--- src/rtl/mem_pkg.sv ---
// mem_pkg: shared definitions for the MEM-stage data-memory initiator.
//   - mem_op_e : load/store operation encodings carried on req_op
//   - state_e  : controller FSM states
//   - BE_ALL   : full-word byte enable
//   - helpers  : operation classification used by the error check and FSM
package mem_pkg;

    typedef enum logic [2:0] {
        OP_LW  = 3'd0,
        OP_LH  = 3'd1,
        OP_LHU = 3'd2,
        OP_LB  = 3'd3,
        OP_LBU = 3'd4,
        OP_SW  = 3'd5,
        OP_SH  = 3'd6,
        OP_SB  = 3'd7
    } mem_op_e;

    typedef enum logic [2:0] {
        S_IDLE   = 3'd0,
        S_ERR    = 3'd1,
        S_LD     = 3'd2,
        S_ST     = 3'd3,
        S_RMW_RD = 3'd4,
        S_RMW_WR = 3'd5,
        S_DONE   = 3'd6
    } state_e;

    localparam logic [3:0] BE_ALL = 4'b1111;

    function automatic logic is_load(input mem_op_e op);
        return (op == OP_LW) || (op == OP_LH) || (op == OP_LHU) ||
               (op == OP_LB) || (op == OP_LBU);
    endfunction

    function automatic logic is_word(input mem_op_e op);
        return (op == OP_LW) || (op == OP_SW);
    endfunction

    function automatic logic is_half(input mem_op_e op);
        return (op == OP_LH) || (op == OP_LHU) || (op == OP_SH);
    endfunction

endpackage

--- src/rtl/mem_lane_ext.sv ---
// mem_lane_ext: combinational byte-lane logic (little-endian).
//   word     in  32  word read from the data memory
//   byte_off in   2  byte offset within the word
//   op       in   3  operation (mem_op_e)
//   wdata    in  32  store data (SH uses [15:0], SB uses [7:0])
//   load_val out 32  extracted and sign/zero-extended load value
//   merged   out 32  word with the addressed byte/half replaced by wdata
module mem_lane_ext
    import mem_pkg::*;
(
    input  logic [31:0] word,
    input  logic [1:0]  byte_off,
    input  mem_op_e     op,
    input  logic [31:0] wdata,
    output logic [31:0] load_val,
    output logic [31:0] merged
);

    logic [31:0] shifted;
    logic [7:0]  byte_sel;
    logic [15:0] half_sel;

    always_comb begin
        // NOTE: every combinational output gets a default first so no path leaves it unassigned (no latch).
        shifted  = word >> {byte_off, 3'b000};
        byte_sel = shifted[7:0];
        half_sel = byte_off[1] ? word[31:16] : word[15:0];
        load_val = '0;
        merged   = word;

        unique case (op)
            OP_LW:   load_val = word;
            OP_LH:   load_val = {{16{half_sel[15]}}, half_sel};
            OP_LHU:  load_val = {16'h0000, half_sel};
            OP_LB:   load_val = {{24{byte_sel[7]}}, byte_sel};
            OP_LBU:  load_val = {24'h000000, byte_sel};
            default: load_val = '0;
        endcase

        if (op == OP_SB) begin
            merged[{byte_off, 3'b000} +: 8] = wdata[7:0];
        end else if (op == OP_SH) begin
            merged[{byte_off[1], 4'b0000} +: 16] = wdata[15:0];
        end
    end

endmodule

--- src/rtl/mem_access_ctrl.sv ---
// mem_access_ctrl: MEM-stage initiator for the word-addressed data memory.
// Accepts one load/store at a time, drives the DM port, extends sub-word
// loads and performs sub-word stores as read-modify-write (the DM zeroes
// byte lanes that are not enabled).
//   clk, reset            clock; synchronous active-high reset
//   req_valid/req_ready   request handshake (ready only in IDLE)
//   req_op/addr/wdata/pc  request fields
//   resp_valid/data/err   one-cycle completion pulse with result
//   A, WData, MemRead, MemWrite, WriteBE, PC   DM port outputs
//   RD                    DM read data, combinational on A
module mem_access_ctrl
    import mem_pkg::*;
#(
    parameter int          ADDR_W    = 12,
    parameter logic [31:0] BASE_ADDR = 32'h0000_0000
) (
    input  logic              clk,
    input  logic              reset,
    input  logic              req_valid,
    output logic              req_ready,
    input  logic [2:0]        req_op,
    input  logic [31:0]       req_addr,
    input  logic [31:0]       req_wdata,
    input  logic [31:0]       req_pc,
    output logic              resp_valid,
    output logic [31:0]       resp_data,
    output logic              resp_err,
    output logic [ADDR_W-1:0] A,
    output logic [31:0]       WData,
    output logic              MemRead,
    output logic              MemWrite,
    output logic [3:0]        WriteBE,
    output logic [31:0]       PC,
    input  logic [31:0]       RD
);

    state_e            state_q, state_d;
    mem_op_e           op_q, op_d;
    logic [1:0]        boff_q, boff_d;
    logic [31:0]       wdata_q, wdata_d;
    logic [31:0]       pc_q, pc_d;
    logic [ADDR_W-1:0] a_q, a_d;
    logic [31:0]       dm_wdata_q, dm_wdata_d;
    logic              mem_read_q, mem_read_d;
    logic              mem_write_q, mem_write_d;
    logic [3:0]        be_q, be_d;
    logic              req_ready_q, req_ready_d;
    logic              resp_valid_q, resp_valid_d;
    logic [31:0]       resp_data_q, resp_data_d;
    logic              resp_err_q, resp_err_d;

    mem_op_e     req_op_e;
    logic [31:0] off;
    logic        acc_err;
    logic [31:0] load_val;
    logic [31:0] merged;

    mem_lane_ext u_lane (
        .word     (RD),
        .byte_off (boff_q),
        .op       (op_q),
        .wdata    (wdata_q),
        .load_val (load_val),
        .merged   (merged)
    );

    always_comb begin
        req_op_e = mem_op_e'(req_op);
        off      = req_addr - BASE_ADDR;
        acc_err  = ((off >> (ADDR_W + 2)) != 32'd0) ||
                   (is_word(req_op_e) && (off[1:0] != 2'b00)) ||
                   (is_half(req_op_e) && off[0]);

        state_d      = state_q;
        op_d         = op_q;
        boff_d       = boff_q;
        wdata_d      = wdata_q;
        pc_d         = pc_q;
        a_d          = a_q;
        dm_wdata_d   = dm_wdata_q;
        mem_read_d   = 1'b0;
        mem_write_d  = 1'b0;
        be_d         = 4'b0000;
        resp_data_d  = resp_data_q;
        resp_err_d   = resp_err_q;

        unique case (state_q)
            S_IDLE: begin
                if (req_valid) begin
                    op_d        = req_op_e;
                    boff_d      = off[1:0];
                    wdata_d     = req_wdata;
                    pc_d        = req_pc;
                    resp_data_d = '0;
                    resp_err_d  = 1'b0;
                    if (acc_err) begin
                        state_d = S_ERR;
                    end else begin
                        a_d = off[ADDR_W+1:2];
                        if (is_load(req_op_e)) begin
                            state_d    = S_LD;
                            mem_read_d = 1'b1;
                        end else if (req_op_e == OP_SW) begin
                            state_d     = S_ST;
                            mem_write_d = 1'b1;
                            be_d        = BE_ALL;
                            dm_wdata_d  = req_wdata;
                        end else begin
                            state_d    = S_RMW_RD;
                            mem_read_d = 1'b1;
                        end
                    end
                end
            end
            S_ERR: begin
                state_d     = S_DONE;
                resp_err_d  = 1'b1;
                resp_data_d = '0;
            end
            S_LD: begin
                state_d     = S_DONE;
                resp_data_d = load_val;
            end
            S_RMW_RD: begin
                // The merged word goes straight into the write-data register
                // so it is stable for the whole RMW_WR cycle.
                state_d     = S_RMW_WR;
                dm_wdata_d  = merged;
                mem_write_d = 1'b1;
                be_d        = BE_ALL;
            end
            S_ST, S_RMW_WR: state_d = S_DONE;
            S_DONE:         state_d = S_IDLE;
            default:        state_d = S_IDLE;
        endcase

        req_ready_d  = (state_d == S_IDLE);
        resp_valid_d = (state_d == S_DONE);
    end

    always_ff @(posedge clk) begin
        // NOTE: sequential state uses non-blocking assignments so every flop samples pre-edge values.
        if (reset) begin
            state_q      <= S_IDLE;
            op_q         <= OP_LW;
            boff_q       <= '0;
            wdata_q      <= '0;
            pc_q         <= '0;
            a_q          <= '0;
            dm_wdata_q   <= '0;
            mem_read_q   <= 1'b0;
            mem_write_q  <= 1'b0;
            be_q         <= '0;
            req_ready_q  <= 1'b1;
            resp_valid_q <= 1'b0;
            resp_data_q  <= '0;
            resp_err_q   <= 1'b0;
        end else begin
            state_q      <= state_d;
            op_q         <= op_d;
            boff_q       <= boff_d;
            wdata_q      <= wdata_d;
            pc_q         <= pc_d;
            a_q          <= a_d;
            dm_wdata_q   <= dm_wdata_d;
            mem_read_q   <= mem_read_d;
            mem_write_q  <= mem_write_d;
            be_q         <= be_d;
            req_ready_q  <= req_ready_d;
            resp_valid_q <= resp_valid_d;
            resp_data_q  <= resp_data_d;
            resp_err_q   <= resp_err_d;
        end
    end

    assign req_ready  = req_ready_q;
    assign resp_valid = resp_valid_q;
    assign resp_data  = resp_data_q;
    assign resp_err   = resp_err_q;
    assign A          = a_q;
    assign WData      = dm_wdata_q;
    assign MemRead    = mem_read_q;
    // Reset suppresses a write already registered for the cycle in which
    // reset is asserted, so an aborted store never reaches the DM.
    assign MemWrite   = mem_write_q & ~reset;
    assign WriteBE    = be_q;
    assign PC         = pc_q;

endmodule

--- config.mk ---
export PLATFORM = sky130hd
export DESIGN_NAME = mem_access_ctrl
export DESIGN_NICKNAME = d
export VERILOG_FILES = /design/src/rtl/mem_pkg.sv /design/src/rtl/mem_lane_ext.sv /design/src/rtl/mem_access_ctrl.sv
export SDC_FILE = /design/constraint.sdc
export NUM_CORES = 1
export LEC_CHECK = 0
export CORE_MARGIN = 2
export CORE_UTILIZATION = 45
export CTS_CLUSTER_DIAMETER = 30
export DETAILED_ROUTE_END_ITERATION = 16
export GPL_ROUTABILITY_DRIVEN = 0
export GPL_TIMING_DRIVEN = 0
export PLACE_DENSITY = 0.79
export SKIP_LAST_GASP = 1
export SLEW_MARGIN = 20
export SYNTH_ARGS = -nofsm -noshare
export SYNTH_HDL_FRONTEND = slang
export SYNTH_SLANG_ARGS = --single-unit
export TNS_END_PERCENT = 50
--- constraint.sdc ---
create_clock -name clk -period 2.7 [get_ports clk]
set_input_delay 0.27 -clock clk [delete_from_list [all_inputs] [get_ports clk]]
set_output_delay 0.27 -clock clk [all_outputs]
set_load 0.03 [all_outputs]
### Word level (Yosys, flattened, before mapping)

Index checks and enable logic that the tools add are counted.

* flip-flop bits (word level): 141
* word-level logic and storage cells: 107

* bitwise logic cells: 5
* multiplexer cells: 32
* $add $sub $neg: 2
* reductions and logical operators: 27
* shift operators: 5
* equal/unequal tests: 22

Operator list (count)
* 2-to-1 mux 32 bit: 7
* case mux 32 bit (5 select lines): 1
* case mux 32 bit (3 select lines): 1
* bitwise mux 32 bit: 2
* case mux 32 bit (2 select lines): 1
* nonzero test 32 bit: 1
* variable shift 16 x 7 -> 32 bit, first input constant: 1
* variable shift 8 x 7 -> 32 bit, first input constant: 1
* variable part select 16 x 7 -> 32 bit: 1
* variable part select 8 x 7 -> 32 bit: 1
* >> shifter 32 x 5 -> 8 bit: 1
* equality test 3 bit, second input constant: 9
* equality test 3 x 2 -> 1 bit, second input constant: 6
* 2-to-1 mux 16 bit: 1
* 2-to-1 mux 4 bit: 4
* negation 5 -> 7 bit: 2
* zero test 3 bit: 4
* 2-to-1 mux 3 bit: 4
* equality test 3 x 1 -> 1 bit, second input constant: 3
* logical OR 1 bit: 9
* case mux 3 bit (3 select lines): 1
* != test 2 bit, second input constant: 4
* case mux 4 bit (2 select lines): 1
* OR reduction 4 bit: 2
* other kinds (10): 25

### Longest topological paths before layout

* depth after elaboration: 10
* mapped depth: 10

### Modules after synthesis

From an unflattened synthesis, not the netlist that was laid out.

* cell total of the unflattened synthesis: 963
* area total of the unflattened synthesis: 7822.5 µm²

Modules (own cells, without submodules)
* mem_access_ctrl: area each 5930.7 µm², cells an instance 711, times used 1
* mem_lane_ext: area each 1891.8 µm², cells an instance 252, times used 1

### Least setup slack after synthesis

No wires, ideal clock.

* path type: register to register
* start: reg boff_q[1]
* end: reg dm_wdata_q[24] (netlist: WData[24])
* required time: 2.622 ns
* arrival: 2.292 ns
* path buffers: 3
* slack: 0.330 ns
* cell stages (with the launch flop): 11
* library setup time: 0.078 ns
* clock period less this slack: 2.370 ns
* cell sequence: dfxtp_1 -> buf_2 -> inv_1 -> clkbuf_1 -> ha_1 -> nor4bb_1 -> buf_1 -> a221oi_1 -> o41ai_1 -> a21oi_1 -> nor3_1

* longest elaborated chain between the ends: 6
* elaborated cells on any way between the ends: 11
* classes of those cells: 2 x add/sub; 4 x shift; 5 x mux

RTL lines
* from (decl): RTL line mem_access_ctrl.sv:39 `logic [1:0] boff_q, boff_d;`
* from (signal assigned): RTL line mem_access_ctrl.sv:161 `boff_q <= boff_d;`
* negation 5 -> 7 bit: RTL line mem_lane_ext.sv:43 `merged[{byte_off[1], 4'b0000} +: 16] = wdata[15:0];`
* variable part select 16 x 7 -> 32 bit / variable shift 16 x 7 -> 32 bit (equally long branches): RTL line mem_lane_ext.sv:43
* bitwise mux 32 bit: RTL line mem_lane_ext.sv:43
* 2-to-1 mux 32 bit: RTL line mem_lane_ext.sv:42 `end else if (op == OP_SH) begin`
* 2-to-1 mux 32 bit (*): RTL line mem_lane_ext.sv:40 `if (op == OP_SB) begin`
* case mux 32 bit (2 select lines) (*): RTL line mem_access_ctrl.sv:87 `unique case (state_q)`
* to (signal assigned): RTL line mem_access_ctrl.sv:165 `dm_wdata_q <= dm_wdata_d;`
* to (decl): RTL line mem_access_ctrl.sv:43 `logic [31:0] dm_wdata_q, dm_wdata_d;`

Every way passes the cells marked *; elsewhere a longest branch is shown, timed or not.
A chain may end at the register's enable or synchronous reset.

### Final worst setup path

* start: reg boff_q[1]
* end: reg dm_wdata_q[25] (netlist: WData[25])

The elaborated chain is that of the path after synthesis.

==> flow_summary_export.csv <==
group,metric,value,unit
critical_path,start_kind,"register",
floorplan,die_area,16000,µm²
synth,yosys-top-cells-count,"nand2_1 (148), dfxtp_1 (137), a21oi_1 (101), nor2_1 (75), nor3_1 (56)",
place,dp_hpwl,18.7,mm
clock_tree,ctsHtreeMaxLevel,4,
global_routing,grt_max_degree,17,
routing,wl_per_cell,19.1,µm
floorplan,core,14600,µm²
clock_tree,tritoncts,"done",
floorplan,num_rows,44,
sta,rsz0062_at_grt,"no",
synth,ys_seq_elements,137,
routing,via_count,7505,
routing,drt_iter0_drc,534,
power_and_ir_drop,p_leak,3.59,nW
clock_tree,clk_latency,0.43,ns
clock_tree,cts_setup_buffers,0,
final_layout,nNetsFinal,1235,
sta,setup_tns,0,ns
place,port_buffers,249,
sta,setup_violations,0,
sta,min_period_over_period,94.5,%
sta,hold_viol,0,
synth,syn_area_per_cell,8.16,µm²
final_layout,num_antenna_cells,0,
synth,synth_top_area_share,40.5,%
sta,fin_ws,0.147,ns
routing,avgViaCountPerCell,5.81,
synth,synthTopCellsByArea,"dfxtp_1 (41%), nand2_1 (8.2%), a21oi_1 (7.5%), nor2_1 (4.2%), a221oi_1 (4.1%)",
sta,max_clock_freq,0.392,GHz
power_and_ir_drop,power_density,692,nW/µm²
sta,maxSlewHeadroom,38.6,%
critical_path,reg2reg_slack,0.15,ns
final_layout,layout-drive-gt1-share,8.76,%
final_layout,synthToLayoutAreaGrowth,49.5,%
routing,drc_errors,0,
floorplan,fp.dieW,127,µm
synth,ys_async_sr_fraction,0,%
worst_hold_path,worstHoldPathType,"in -> reg",
critical_path,cp_data_required_time,3.05,ns
synth,synth_edf_count,0,
critical_path,path_max_fanout,12,
sta,fin_skew,0.0125,ns
sta,whs,0.393,ns
routing,first_pass_iters,9,
synth,yosysUniqueCellTypes,59,
power_and_ir_drop,irDropWorstVdd,442,µV
synth,synth_top_area_cell,"dfxtp_1",
global_routing,grt_usage,30.6,%
clock_tree,cts-root-buf,"clkbuf_16",
routing,ant_nets,0,
synth,synth_fp_nets,968,
floorplan,start_util,46.4,%
clock_tree,cts_hold_buffers,0,
global_routing,antenna_found_initial,0,
synth,syn_area,6770,µm²
synth,synth_most_common_cell,"nand2_1",
global_routing,grt_pass1_vias,7346,
final_layout,regArea,2740,µm²
sta,worst_pin_slew,0.919,ns
floorplan,die_y,127,µm
synth,ys.flop_type,"dfxtp_1",
critical_path,critPathArrivalTime,2.90,ns
clock_tree,clk_path_buf_depth,2,
final_layout,n_fill_cell,1220,
synth,syn_inst,829,
clock_tree,clk_pin_slew,0.06,ns
sta,drv_slew,0,
run_status,status,"finished clean",
place,place_ws,-0.261,ns
floorplan,ios,251,
clock_tree,cts.sinks,137,
critical_path,critPathKind,"reg -> reg",
final_layout,multi_input_area,3710,µm²
clock_tree,cts_buffers,17,
synth,yosysSeqAreaShare,40.5,%
synth,ys_warn_count,0,
global_routing,grt_pass1_wl,38.6,mm
global_routing,overflow,0,
routing,wirelength,24.7,mm
critical_path,setup.worst_path.end_class,"register",
flow_run,maxCapViolations,0,
sta,final.min_clock_period,2.55,ns
-- final cells by class --
type / instances / area share, %
clock inverters: 8 / 0.952
repair buffers: 249 / 24.6
plain buffers: 75 / 3.50
multi-input cells: 611 / 36.6
clock buffers: 22 / 4.69
flip-flops and latches: 137 / 27.1
inverters: 5 / 0.186
well taps: 184 / 2.28
-- sequential cells by signal, summed over array words and instances, names as in the netlist --
signal / flops
req_ready: 1
resp_err: 1
op_q: 3
boff_q: 2
MemRead: 1
wdata_q: 16
resp_valid: 1
WriteBE: 1
WData: 32
A: 12
state_q: 3
PC: 32
resp_data: 32
-- worst max-delay path: stages (launching register included) --
cell      delay (ns)
dfxtp_2         0.40
buf_4           0.21
inv_1           0.08
buf_2           0.21
ha_1            0.34
nor4bb_1        0.27
buf_2           0.23
a221oi_1        0.11
o41ai_1         0.37
a21oi_1         0.07
nor3_1          0.18
-- through the flow --
stage               instances  instance area (µm²)  util, %  power (mW)
floorplan                 829                 6770        -        3.76
global placement         1262                 9490     65.0        4.69
global route             1291                10100     69.3        7.30
CTS                      1292                10100     69.1        6.99
finish                   1291                10100     69.3        7.00
detailed placement       1262                 9490     65.0        4.71
-- layout by cell type, fill, tap and decap left out, types with 3 or more instances in the layout --
| cell | n |
|---|---|
| a2111oi_1 | 11 |
| a2111oi_2 | 5 |
| a21o_1 | 3 |
| a21oi_1 | 101 |
| a221o_1 | 23 |
| a221oi_1 | 32 |
| and2_1 | 3 |
| buf_2 | 22 |
| buf_4 | 8 |
| clkbuf_1 | 44 |
| clkbuf_16 | 17 |
| clkbuf_8 | 3 |
| clkdlybuf4s50_1 | 249 |
| clkinv_2 | 4 |
| dfxtp_1 | 136 |
| ha_1 | 5 |
| inv_1 | 5 |
| mux2i_1 | 20 |
| nand2_1 | 148 |
| nand2b_1 | 10 |
| nand3_1 | 4 |
| nand4b_1 | 8 |
| nor2_1 | 75 |
| nor2b_1 | 3 |
| nor3_1 | 56 |
| nor3_2 | 3 |
| nor4_1 | 3 |
| o21ai_0 | 27 |
| o41ai_1 | 9 |
| o41ai_2 | 7 |
| or2_2 | 8 |
| or4bb_1 | 8 |
-- cells by family (layout without fill, tap and decap cells) --
kind of cell	after synthesis	in the layout	synth area share, %
simple gates	352	352	25.5
compound gates	230	230	23.8
flops	137	137	40.5
buf+inv	81	359	5.49
mux	22	22	3.46
fa+ha+maj	5	5	0.925
xor+xnor	2	2	0.259
-- path summary, 6_finish.rpt --
check | start | endpoint | depth (start not counted)
worst min register to register | PC[7]$_SDFFE_PP0P_ | PC[7]$_SDFFE_PP0P_ | 2
worst min-delay path | req_pc[21] | PC[21]$_SDFFE_PP0P_ | 3
worst max-delay path | boff_q[1]$_SDFFE_PP0P_ | WData[25]$_SDFFE_PP0P_ | 10
worst max register to register | boff_q[1]$_SDFFE_PP0P_ | WData[25]$_SDFFE_PP0P_ | 10
-- report_power, final --
| part | total, mW | internal [mW] | switching (mW) |
|---|---|---|---|
| clock | 2.27 | 1.42 | 0.859 |
| combinational | 2.28 | 0.942 | 1.34 |
| sequential | 2.45 | 2.27 | 0.181 |
-- timing repair --
action,4_1_cts,5_1_grt
resized for setup,6,7
endpoints found under the setup margin,19,21
pin swaps,0,0
-- metal layers --
layer	GRT usage (%)	wire, µm
met3	11.5	2730
met5	0	0
met1	36.5	9610
met2	48.8	11300
met4	14.3	1000
(Power assumes the default switching activity.)
